`src/rtl/dl_write_queue_if.sv`:
```
// Bus bundle between a download/erase byte source and the SDRAM write port.
interface dl_write_queue_if;
    logic        dl_wr;
    logic [24:0] dl_addr;
    logic [7:0]  dl_data;
    logic        downloading;
    logic        mem_req;
    logic [24:0] mem_addr;
    logic [7:0]  mem_din;
    logic        mem_ack;

    modport master (
        output dl_wr, dl_addr, dl_data, downloading, mem_ack,
        input  mem_req, mem_addr, mem_din
    );

    modport slave (
        input  dl_wr, dl_addr, dl_data, downloading, mem_ack,
        output mem_req, mem_addr, mem_din
    );
endinterface

```
`src/rtl/dl_write_queue.sv`:
```
// Byte write queue: buffers download/erase writes and replays them in order to an SDRAM port.
// Optional macro DL_WQ_CSUM_EN adds an 8-bit running checksum of delivered bytes (csum port).
//
//   state | meaning
//   IDLE  | queue empty, no request outstanding
//   REQ   | mem_req asserted with the head entry, waiting for mem_ack
//   GAP   | one cycle after an ack before the next request is considered
module dl_write_queue #(
    parameter int DEPTH_LOG2 = 3
) (
    input  logic                  clk,
    input  logic                  reset_n,
    dl_write_queue_if.slave       bus,
    output logic [DEPTH_LOG2:0]   count,
    output logic                  full,
    output logic                  overflow,
    output logic                  busy
`ifdef DL_WQ_CSUM_EN
    ,
    output logic [7:0]            csum
`endif
);

    localparam int                  DEPTH     = 1 << DEPTH_LOG2;
    localparam logic [DEPTH_LOG2:0] DEPTH_CNT = {1'b1, {DEPTH_LOG2{1'b0}}};
    localparam logic [DEPTH_LOG2:0] CNT_ONE   = {{DEPTH_LOG2{1'b0}}, 1'b1};
    localparam logic [DEPTH_LOG2-1:0] PTR_ONE = {{(DEPTH_LOG2-1){1'b0}}, 1'b1};

    typedef enum logic [1:0] {
        IDLE = 2'd0,
        REQ  = 2'd1,
        GAP  = 2'd2
    } state_t;

    state_t state, state_next;

    logic [32:0]           store [DEPTH];
    logic [DEPTH_LOG2-1:0] wr_ptr, rd_ptr;
    logic [24:0]           mem_addr_q;
    logic [7:0]            mem_din_q;
    logic                  dl_prev;
    logic                  push, pop, dl_rise, load_head;

    // full comes from the registered count, so a pop this cycle never frees room for a push this cycle
    assign full      = (count == DEPTH_CNT);
    assign push      = bus.dl_wr & ~full;
    assign pop       = (state == REQ) & bus.mem_ack;
    assign dl_rise   = bus.downloading & ~dl_prev;
    assign load_head = (state_next == REQ) && (state != REQ);

    assign bus.mem_req  = (state == REQ);
    assign bus.mem_addr = mem_addr_q;
    assign bus.mem_din  = mem_din_q;
    assign busy         = bus.downloading | (count != '0);

    always_ff @(posedge clk) begin
        if (!reset_n) state <= IDLE;
        else          state <= state_next;
    end

    always_comb begin
        state_next = state;
        case (state)
            IDLE:    if (count != '0) state_next = REQ;
            REQ:     if (bus.mem_ack) state_next = GAP;
            GAP:     state_next = (count != '0) ? REQ : IDLE;
            default: state_next = IDLE;
        endcase
    end

    always_ff @(posedge clk) begin
        if (reset_n && push) store[wr_ptr] <= {bus.dl_addr, bus.dl_data};
    end

    always_ff @(posedge clk) begin
        if (!reset_n) begin
            wr_ptr     <= '0;
            rd_ptr     <= '0;
            count      <= '0;
            mem_addr_q <= '0;
            mem_din_q  <= '0;
            overflow   <= 1'b0;
            dl_prev    <= 1'b0;
        end else begin
            dl_prev <= bus.downloading;
            if (push) wr_ptr <= wr_ptr + PTR_ONE;
            if (pop)  rd_ptr <= rd_ptr + PTR_ONE;
            case ({push, pop})
                2'b10:   count <= count + CNT_ONE;
                2'b01:   count <= count - CNT_ONE;
                default: count <= count;
            endcase
            // head is captured once on entry to REQ and held until the ack
            if (load_head) begin
                mem_addr_q <= store[rd_ptr][32:8];
                mem_din_q  <= store[rd_ptr][7:0];
            end
            // a drop in the same cycle as a new download start still counts
            if (bus.dl_wr && full) overflow <= 1'b1;
            else if (dl_rise)      overflow <= 1'b0;
        end
    end

`ifdef DL_WQ_CSUM_EN
    always_ff @(posedge clk) begin
        if (!reset_n)  csum <= 8'h00;
        else if (dl_rise) csum <= 8'h00;
        else if (pop)  csum <= csum + bus.mem_din;
    end
`endif

endmodule

```
`src/flat_wrapper.sv`:
```
// flat-port wrapper written by rule: the top's interface ports become plain ports
module dl_write_queue_flat 
#(
    parameter int DEPTH_LOG2 = 3
)
  (clk, reset_n, count, full, overflow, busy, bus_dl_wr, bus_dl_addr, bus_dl_data, bus_downloading, bus_mem_ack, bus_mem_req, bus_mem_addr, bus_mem_din);
  dl_write_queue_if bus_i ();
  input  logic clk;
  input  logic reset_n;
  output logic [DEPTH_LOG2:0] count;
  output logic full;
  output logic overflow;
  output logic busy;
  input wire logic [$bits(bus_i.dl_wr)-1:0] bus_dl_wr;
  input wire logic [$bits(bus_i.dl_addr)-1:0] bus_dl_addr;
  input wire logic [$bits(bus_i.dl_data)-1:0] bus_dl_data;
  input wire logic [$bits(bus_i.downloading)-1:0] bus_downloading;
  input wire logic [$bits(bus_i.mem_ack)-1:0] bus_mem_ack;
  output wire logic [$bits(bus_i.mem_req)-1:0] bus_mem_req;
  output wire logic [$bits(bus_i.mem_addr)-1:0] bus_mem_addr;
  output wire logic [$bits(bus_i.mem_din)-1:0] bus_mem_din;
  assign bus_i.dl_wr = bus_dl_wr;
  assign bus_i.dl_addr = bus_dl_addr;
  assign bus_i.dl_data = bus_dl_data;
  assign bus_i.downloading = bus_downloading;
  assign bus_i.mem_ack = bus_mem_ack;
  assign bus_mem_req = bus_i.mem_req;
  assign bus_mem_addr = bus_i.mem_addr;
  assign bus_mem_din = bus_i.mem_din;
  dl_write_queue #(.DEPTH_LOG2(DEPTH_LOG2)) u_core (.clk(clk), .reset_n(reset_n), .bus(bus_i), .count(count), .full(full), .overflow(overflow), .busy(busy));
endmodule
```
`config.mk`:
```
export PLATFORM = sky130hd
export DESIGN_NAME = dl_write_queue_flat
export DESIGN_NICKNAME = d
export VERILOG_FILES = /design/src/rtl/dl_write_queue_if.sv /design/src/rtl/dl_write_queue.sv /design/src/flat_wrapper.sv
export SDC_FILE = /design/constraint.sdc
export NUM_CORES = 1
export LEC_CHECK = 0
export CORE_AREA = 4 4 112 194
export DETAILED_ROUTE_END_ITERATION = 6
export DIE_AREA = 0 0 116 198
export PLACE_DENSITY = 0.8
export RECOVER_POWER = 100
export SLEW_MARGIN = 10
export SYNTH_ARGS = -nofsm -noshare
export SYNTH_HDL_FRONTEND = slang
export SYNTH_SLANG_ARGS = --single-unit
```
`constraint.sdc`:
```
create_clock -name clk -period 6.7 [get_ports clk]
set_input_delay 1.005 -clock clk [delete_from_list [all_inputs] [get_ports clk]]
set_output_delay 1.005 -clock clk [all_outputs]
set_load 0.05 [all_outputs]
```
==> flow_summary.json, run 1 <==
{
  "finalWirelength_um": 22800,
  "gpl.final_weighted_congestion": 0.753,
  "route.vias.total": 5730,
  "fin_cells": 935,
  "ys.warnings.count": 0,
  "clock_sinks": 311,
  "firstDrtPassIters": 5,
  "finalMaxSlewViolations": 230,
  "p_sw_share_pct": 29.3,
  "fmax_ghz": 0.212,
  "finish.net_count": 709,
  "min_path_type": "register to register",
  "largest_family_of_logic_cells_by_synthesized_area": "multiplexers",
  "die_h_um": 198,
  "mean_cell_area_of_the_mapped_netlist_um2": 19.8,
  "post_synth_instance_area_mm2": 0.0115,
  "layout-drive-gt1-share_pct": 19.1,
  "die_area_mm2": 0.0230,
  "number_of_fill_cells_in_the_layout": 1310,
  "antenna_cells_inserted": 0,
  "post_synthesis_compound_gate_area_fraction_pct": 3.76,
  "period_minus_slack_ps": 4720,
  "cts_repair_resize_count": 0,
  "synth_nets": 625,
  "netlist.top_cell.by_area": "sky130_fd_sc_hd__edfxtp_1",
  "critical_path.max_fanout": 52,
  "ir_drop_uv": 288,
  "number_of_maximum_capacitance_violations": 6,
  "layout-area-overhead-vs-synth_pct": 16.7,
  "route.antenna.remaining_nets": 0,
  "power_frac_comb_pct": 21.2,
  "hold_viol_final": 0,
  "floorplan.rows": 69,
  "worstPathRequired_ps": 6800,
  "netlist-cell-type-count": 37,
  "design.portCount": 79,
  "cts_post_setup_buffers_inserted": 0,
  "grt_pass1_wl_um": 35300,
  "worst-endpoint-arrival_ps": 4820,
  "cts.clk_slew.worst_paths_ps": 70,
  "wl_per_cell_um": 24.4,
  "core_area_mm2": 0.0202,
  "internal_power_w": 0.00351,
  "power_leakage_nw": 4.36,
  "worstReg2RegStart": "u_core.rd_ptr[0]",
  "place_inst": 885,
  "pwr-share-seq_pct": 46.4,
  "post-route-period-util_pct": 70.5,
  "critical_path_class": "input pin to register",
  "synth_ff_type": "sky130_fd_sc_hd__edfxtp_1",
  "synth-edff-count": 264,
  "synth_fa_ha_area_share_pct": 0.542,
  "first_iter_violations": 486,
  "worst_clock_skew_ps": 12.7,
  "seq_area_frac_synth_pct": 76.9,
  "status": "complete, but fails checks",
  "post_synth_arst_share_pct": 0,
  "worst_setup_path_start_kind": "input pin",
  "synth.area.mux_share_pct": 13.1,
  "setup.worst_path.start": "reset_n",
  "synth.top_cells.by_area": "sky130_fd_sc_hd__edfxtp_1 (69%), sky130_fd_sc_hd__mux4_2 (13%), sky130_fd_sc_hd__dfxtp_1 (8.2%)",
  "power.share.clock_pct": 32.4,
  "synth_common_cells": "sky130_fd_sc_hd__edfxtp_1 (264), sky130_fd_sc_hd__mux4_2 (66), sky130_fd_sc_hd__dfxtp_1 (47)",
  "violations": "max-capacitance violations, max-slew violations",
  "cts_made_buffers": 27,
  "initial_core_util_pct": 57.1,
  "switchingPower_w": 0.00146,
  "synth_simple_gate_area_share_pct": 3.37,
  "cts_htree_levels": 1,
  "final.setup.tns_ps": 0,
  "power-per-cell-area_mw_per_mm2": 369,
  "ctsHoldBuffers": 0,
  "unrepaired_setup_endpoints_after_global_routing": "no",
  "antenna_found_initial": 0,
  "hpwl_reported_at_the_end_of_detailed_placement_um": 12700,
  "mean_number_of_vias_per_cell": 6.13,
  "groute.usage.overall_pct": 20.5,
  "drc": 0,
  "worst_setup_path_end_kind": "register",
  "width_of_the_chip_um": 116,
  "final-setup-viol-count": 0,
  "grt_start_max_net_pins": 69,
  "port_buffers": 78,
  "worst_slew_margin_rel_pct": -121,
  "fraction_of_synthesized_cell_area_taken_by_the_top_area_cell_type_pct": 68.7,
  "clock_tree.root_cell": "sky130_fd_sc_hd__clkbuf_16",
  "post_synth_xor_area_fraction_pct": 0.532,
  "tritoncts": "done",
  "hp-start": "u_core.bus.mem_addr[17]",
  "clock_path_buffers": 3,
  "synth_seq_cells": 311,
  "design_power_total_w": 0.00496,
  "tightest_slew_ps": 3310,
  "syn-instance-count": 582,
  "grt-ovfl-total": 0,
  "worst-r2r-setup-slack_ps": 2380,
  "grt_pass1_vias": 6126,
  "synth_most_common_cell": "sky130_fd_sc_hd__edfxtp_1",
  "clock_insertion_delay_worst_skew_ps": 530
}
## stage by stage
step	setup slack, ps	utilization (%)	hold WS, ps	cell area, µm²
6_report	1980	66.6	511	13500
5_1_grt	1610	66.6	550	13500
4_1_cts	3260	66.8	521	13500
3_5_place_dp	3190	62.2	499	12600
3_3_place_gp	3230	62.2	473	12600
2_1_floorplan	1710	-	493	11500
## kinds of logic after synthesis
family | count (synthesis)
and+or+nand+nor | 77
AOI/OAI and AO/OA | 76
buffers and inverters | 37
xor gates and xnor gates | 7
DFF | 311
adders and majority gates | 5
muxes | 69
## power groups by stage
stage	clock network (W)	registers (W)	logic, W
after floorplan	0	0.00254	0.000533
after global placement	0	0.00234	0.00105
after detailed placement	0	0.00235	0.00108
after CTS	0.00164	0.00231	0.00109
after global routing	0.00172	0.00232	0.00112
final	0.00161	0.00230	0.00105
## cell type report
type                       count  area, µm²  area share, %
clock inverter                21        240           1.79
sequential                   311       8870           66.0
clock buffer                  29        693           5.15
inverter                       3       11.3         0.0837
tap                          248        310           2.31
timing repair buffer          89        838           6.23
multi-input combinational    234       2490           18.5
## layout by cell type, fill, tap and decap left out, drive strengths merged, types with 2 or more instances in the layout
cell type and instances:
nor4 3, nand2 9, xor2 3, or3 2, mux4 66, o22ai 33
mux2i 3, nor3 5, nand3 4, a21boi 3, o21ai 37, clkinv 10
ha 5, clkbuf 35, edfxtp 264, and2 7, clkinvlp 4, nor2b 3
buf 6, inv 6, dfxtp 47, bufinv 4, nor2 37, clkdlybuf4s50 2
xnor2 4, dlygate4sd3 75
## sequential cells by signal, indices dropped and copies added (netlist names)
name and count:
u_core.store 264, u_core.dl_prev 1, u_core.overflow 1, u_core.wr_ptr 3
u_core.bus.mem_addr 25, u_core.state 2, u_core.count 4, u_core.rd_ptr 3
u_core.bus.mem_din 8
## per-layer routing
metal | global-route usage (%) | routed length (µm) | part of all wire, % | up-vias
met1 | 26.2 | 8270 | 36 | 2955
met5 | 0 | 0 | 0 | -
li1 | - | - | - | 2516
met4 | 6.58 | 566 | 2.5 | 0
met2 | 36.3 | 12600 | 55 | 217
met3 | 2.81 | 1320 | 5.8 | 42
## critical path: stages
cell and delay (ps):
sky130_fd_sc_hd__clkbuf_1 1500, sky130_fd_sc_hd__nand2_1 290, sky130_fd_sc_hd__nor4_1 270, sky130_fd_sc_hd__clkbuf_1 1740
## path summary, 6_finish.rpt
check,end,cells after the start
max reg2reg,u_core.bus.mem_addr[0],4
min,u_core.bus.mem_addr[17],2
min reg2reg,u_core.bus.mem_addr[17],2
max,u_core.store[1][13],4
(Power assumes the default switching activity.)
==> inputs of run 2 (changes only) <==
clock period = 4.55 ns   (was 6.7 ns; I/O delays follow)
==> run 2 against run 1 <==
Net effect: the flow still finishes with violations (max-capacitance violations, max-slew violations); critical path depth unchanged; setup slack lost 940 ps; first-iteration DRC count shrank 7.8%; cell count up 0.53%; register-to-register slack worse by 1300 ps; global-route usage up 0.24 points; utilization down 0.61 points; clock skew decreased by 4.7 ps; via count about the same; non-clock buffer count up 5; die area stayed put; wire length about the same; highest routed layer unchanged.
==> flow_summary.json, run 2 (synthesis gave the netlist of run 1 again) <==
{
  "status": "complete, but fails checks",
  "violations": "max-capacitance violations, max-slew violations",
  "final-seq-area_mm2": 0.00887,
  "power.share.clock_pct": 30.5,
  "worst_setup_path_start_kind": "input pin",
  "cts_made_buffers": 27,
  "internal_power_w": 0.00502,
  "power-per-cell-area_mw_per_mm2": 531,
  "antenna_cells_inserted": 0,
  "core_area_mm2": 0.0202,
  "die_area_mm2": 0.0230,
  "critPathBufInv": 2,
  "initial_core_util_pct": 57.1,
  "critical_path_class": "input pin to register",
  "worst_slew_margin_rel_pct": -59.1,
  "placed_area_mm2": 0.0126,
  "power_leakage_nw": 4.31,
  "worst_setup_path_end_kind": "register",
  "cp_common_cell": "sky130_fd_sc_hd__clkbuf_1",
  "antenna_found_initial": 0,
  "clock_insertion_delay_worst_skew_ps": 520,
  "drc": 0,
  "route.vias.total": 5729,
  "cts.clk_slew.worst_paths_ps": 60,
  "wl_per_cell_um": 24.2,
  "width_of_the_chip_um": 116,
  "gpl.final_weighted_congestion": 0.760,
  "grt_start_max_net_pins": 39,
  "layout-drive-gt1-share_pct": 16.3,
  "finalWirelength_um": 22800,
  "number_of_maximum_capacitance_violations": 6,
  "grt_pass1_wl_um": 36300,
  "die_h_um": 198,
  "cts_post_setup_buffers_inserted": 0,
  "firstDrtPassIters": 4,
  "place_inst": 890,
  "slowest_cp_cell": "sky130_fd_sc_hd__clkbuf_1",
  "clock_sinks": 311,
  "final-setup-viol-count": 0,
  "period_minus_slack_ps": 3510,
  "unrepaired_setup_endpoints_after_global_routing": "no",
  "largest_register_ff_count": 264,
  "multiInputGateArea_mm2": 0.00245,
  "tightest_slew_ps": 2390,
  "mostFrequentLayoutCells": "sky130_fd_sc_hd__edfxtp_1 (264), sky130_fd_sc_hd__dlygate4sd3_1 (74), sky130_fd_sc_hd__mux4_2 (66)",
  "layout_commonest_cell": "sky130_fd_sc_hd__edfxtp_1",
  "cts_repair_resize_count": 0,
  "finish.net_count": 714,
  "fin_cells": 940,
  "tritoncts": "done",
  "hpwl_reported_at_the_end_of_detailed_placement_um": 13100,
  "critical_path.max_fanout": 33,
  "p_sw_share_pct": 29.0,
  "post-route-period-util_pct": 77.2,
  "min_path_type": "register to register",
  "clock_path_buffers": 3,
  "design.portCount": 79,
  "floorplan.rows": 69,
  "worstPathRequired_ps": 4640,
  "switchingPower_w": 0.00205,
  "largest-register": "u_core.store",
  "grt_pass1_vias": 6184,
  "cp_cell_sequence": "clkbuf_1 > nand2_1 > nor4_1 > clkbuf_1",
  "first_iter_violations": 448,
  "worst_path_dominant_cell_family": "buffers and inverters",
  "number_of_fill_cells_in_the_layout": 1316,
  "worst-endpoint-arrival_ps": 3610,
  "fmax_ghz": 0.285,
  "power_frac_comb_pct": 21.7,
  "ir_drop_uv": 722,
  "finalMaxSlewViolations": 203,
  "port_buffers": 78,
  "layout-area-overhead-vs-synth_pct": 15.6,
  "clock_tree.root_cell": "sky130_fd_sc_hd__clkbuf_16",
  "grt-ovfl-total": 0,
  "worst_clock_skew_ps": 7.98,
  "final_area_mm2": 0.0133,
  "mean_number_of_vias_per_cell": 6.09,
  "groute.usage.overall_pct": 20.8,
  "ctsHoldBuffers": 0,
  "pwr-share-seq_pct": 47.8,
  "hold_viol_final": 0,
  "critPathMaxStageDelay_ps": 1730,
  "cts_htree_levels": 1,
  "route.antenna.remaining_nets": 0
}
==> run 2: per-layer routing <==
metal	track usage, %	up-vias	wire length [µm]	part of all wire, %
li1	-	2533	-	-
met3	3.00	18	1210	5.3
met2	36.0	207	12600	55
met5	0	-	0	0
met1	27.7	2971	8630	38
met4	5.51	0	299	1.3
==> run 2: stage by stage <==
step	worst slack [ps]	total power [W]	util, %	hold slack (ps)	setup TNS (ps)
4_1_cts	1450	0.00720	66.5	481	0
6_report	1040	0.00708	66.0	472	0
3_5_place_dp	1580	0.00504	62.4	471	0
5_1_grt	732	0.00738	66.0	504	0
3_3_place_gp	1620	0.00499	62.4	476	0
2_1_floorplan	-308	0.00453	-	493	-20330
==> run 2: power by group through the flow <==
stage	registers [W]	logic [W]	clock network, W
2_1_floorplan	0.00375	0.000785	0
6_report	0.00338	0.00154	0.00216
5_1_grt	0.00341	0.00165	0.00232
3_5_place_dp	0.00345	0.00159	0
4_1_cts	0.00339	0.00160	0.00220
3_3_place_gp	0.00344	0.00156	0
==> run 2: area by class of cell <==
| type | count | area share, % |
|---|---|---|
| Sequential cell | 311 | 66.5 |
| Multi-Input combinational cell | 234 | 18.4 |
| Clock buffer | 46 | 5.84 |
| Inverter | 3 | 0.0845 |
| Tap cell | 248 | 2.33 |
| Clock inverter | 4 | 0.366 |
| Timing Repair Buffer | 94 | 6.43 |
==> run 2: worst paths after layout <==
path / to / from / slack, ps / cells after the start
max: u_core.store[2][12] / reset_n / 1040 / 4
min: u_core.overflow / u_core.overflow / 470 / 2
max reg2reg: u_core.store[2][12] / u_core.count[1] / 1100 / 4
min reg2reg: u_core.overflow / u_core.overflow / 470 / 2
==> run 2: worst reg2reg max path: stages (launching register included) <==
cell and delay [ps]:
sky130_fd_sc_hd__dfxtp_1 490, sky130_fd_sc_hd__or4b_1 270, sky130_fd_sc_hd__nand2_1 230, sky130_fd_sc_hd__nor4_1 280, sky130_fd_sc_hd__clkbuf_1 1730
==> inputs of run 3 (changes only) <==
CORE_AREA = 4 4 117 203   (was 4 4 112 194)
DIE_AREA = 0 0 121 207   (was 0 0 116 198)
PLACE_DENSITY = 0.77   (was 0.8)
clock period = 3.11 ns   (was 4.55 ns; I/O delays follow)
==> run 3 against run 2 <==
Net effect: the run now ends clean; non-clock buffer count up 3; critical path depth down 1; combinational power up 51%; wire length up 1.7%; global-route usage down 1.7 points; critical path type is now register to primary output; largest cell class unchanged; largest power group unchanged.
==> flow_summary.json, run 3 (synthesis gave the netlist of run 1 again) <==
{
  "cts_repair_resize_count": 0,
  "final_critical_path_setup_slack_ps": 202,
  "status": "finished, final reports clean",
  "mostFrequentLayoutCells": "sky130_fd_sc_hd__edfxtp_1 (264), sky130_fd_sc_hd__dlygate4sd3_1 (74), sky130_fd_sc_hd__mux4_2 (66)",
  "wl_met1_um": 8530,
  "largest_register_ff_count": 264,
  "antenna_found_initial": 1,
  "grt-ovfl-total": 0,
  "initial_core_util_pct": 52.3,
  "firstDrtPassIters": 5,
  "post-route-period-util_pct": 93.5,
  "worstPathRequired_ps": 2640,
  "grt_pass1_vias": 6225,
  "finalMaxSlewViolations": 0,
  "die_area_mm2": 0.0250,
  "worst-endpoint-arrival_ps": 2440,
  "routed-wl-met3_um": 1070,
  "slowest_cp_cell": "sky130_fd_sc_hd__dlygate4sd3_1",
  "min_path_type": "register to register",
  "final-seq-area_mm2": 0.00887,
  "critical_path.max_fanout": 9,
  "critPathBufInv": 2,
  "multiInputGateArea_mm2": 0.00247,
  "period_minus_slack_ps": 2910,
  "cts_made_buffers": 25,
  "core_area_mm2": 0.0221,
  "grt_pass1_wl_um": 36400,
  "clock_sinks": 311,
  "power_leakage_nw": 4.30,
  "critPathMaxStageDelay_ps": 870,
  "mean_number_of_vias_per_cell": 5.84,
  "layout-drive-gt1-share_pct": 17.4,
  "worst_setup_path_end_kind": "primary output",
  "fmax_ghz": 0.344,
  "layout_commonest_cell": "sky130_fd_sc_hd__edfxtp_1",
  "place_inst": 941,
  "design.portCount": 79,
  "hold_viol_final": 0,
  "number_of_maximum_capacitance_violations": 0,
  "detailedPlace.worstSlack_ps": 427,
  "grt_start_max_net_pins": 52,
  "worst_path_dominant_cell_family": "buffers and inverters",
  "worst_clock_skew_ps": 10.6,
  "route.vias.total": 5757,
  "clock_tree.root_cell": "sky130_fd_sc_hd__clkbuf_16",
  "power-per-cell-area_mw_per_mm2": 755,
  "route.antenna.remaining_nets": 0,
  "hpwl_reported_at_the_end_of_detailed_placement_um": 13500,
  "clock_insertion_delay_worst_skew_ps": 520,
  "finish.net_count": 715,
  "cp_cell_sequence": "or4b_4 > inv_2 > dlygate4sd3_1",
  "worst_slew_margin_rel_pct": 24.1,
  "finalWirelength_um": 23200,
  "cts_htree_levels": 1,
  "tritoncts": "done",
  "wl_per_cell_um": 23.5,
  "number_of_fill_cells_in_the_layout": 1535,
  "largest-register": "u_core.store",
  "tightest_slew_ps": 1140,
  "gpl.final_weighted_congestion": 0.763,
  "ir_drop_uv": 421,
  "cts_post_setup_buffers_inserted": 0,
  "floorplan.rows": 72,
  "port_buffers": 78,
  "ctsHoldBuffers": 0,
  "worst_setup_path_start_kind": "register",
  "met2WireLength_um": 13000,
  "groute.usage.overall_pct": 19.1,
  "drc": 0,
  "hp-start": "u_core.overflow",
  "setup.worst_path.start": "u_core.count[1]",
  "first_iter_violations": 490,
  "unrepaired_setup_endpoints_after_global_routing": "no",
  "critical_path_class": "register to primary output",
  "clock_path_buffers": 3,
  "die_h_um": 207,
  "worstReg2RegStart": "u_core.count[1]",
  "fin_cells": 986,
  "final-setup-viol-count": 0,
  "layout-area-overhead-vs-synth_pct": 15.7,
  "width_of_the_chip_um": 121,
  "highest-signal-layer": "met4",
  "cts.clk_slew.worst_paths_ps": 70,
  "antenna_cells_inserted": 0
}
## run 3: changes by cell type in the layout (fill, tap and decap cells not counted), moves of 2 or more
cell,change
sky130_fd_sc_hd__buf_12,+2
sky130_fd_sc_hd__clkbuf_1,-13
sky130_fd_sc_hd__clkbuf_16,-2
sky130_fd_sc_hd__clkbuf_2,+7
sky130_fd_sc_hd__clkbuf_8,-3
sky130_fd_sc_hd__clkinv_1,+7
## run 3: layer usage
metal,vias to the layer above,track usage (%)
met5,-,0
met4,0,6.22
met3,44,2.43
met2,187,34.4
met1,2997,23.7
li1,2529,-
## run 3: final timing paths
check / slack, ps / depth (start not counted) / end
worst max-delay path: 200 / 3 / full
worst max register to register: 360 / 4 / u_core.store[7][10]
worst min register to register: 480 / 2 / u_core.overflow
worst min-delay path: 480 / 2 / u_core.overflow
## run 3: worst register-to-register path, stage by stage (launching register included)
cell                       delay (ps)
sky130_fd_sc_hd__dfxtp_1          500
sky130_fd_sc_hd__or4b_4           230
sky130_fd_sc_hd__nand3_1          240
sky130_fd_sc_hd__nor2_2           800
sky130_fd_sc_hd__clkbuf_2         610
## run 3: power breakdown
| part | switching, W | internal (W) | total [W] |
|---|---|---|---|
| combinational | 0.00149 | 0.000839 | 0.00233 |
| sequential | 0.000179 | 0.00477 | 0.00495 |
| clock | 0.00131 | 0.00149 | 0.00279 |
## run 3: through the flow
stage | TNS [ps] | util (%) | total power (W) | hold slack [ps] | instance area (µm²)
6_report | 0 | 60.5 | 0.0101 | 480 | 13300
5_1_grt | 0 | 60.5 | 0.0105 | 509 | 13300
4_1_cts | 0 | 60.9 | 0.0102 | 485 | 13400
3_5_place_dp | 0 | 57.7 | 0.00745 | 476 | 12700
3_3_place_gp | 0 | 57.7 | 0.00737 | 464 | 12700
2_1_floorplan | -140450 | - | 0.00663 | 493 | 11500
## run 3: layout make-up
cell class                      instances  share of cell area [%]
Timing Repair Buffer                   97                    6.86
Clock inverter                          9                   0.291
Inverter                                3                  0.0844
Sequential cell                       311                    66.5
Tap cell                              296                    2.78
Clock buffer                           36                    5.00
Multi-Input combinational cell        234                    18.5
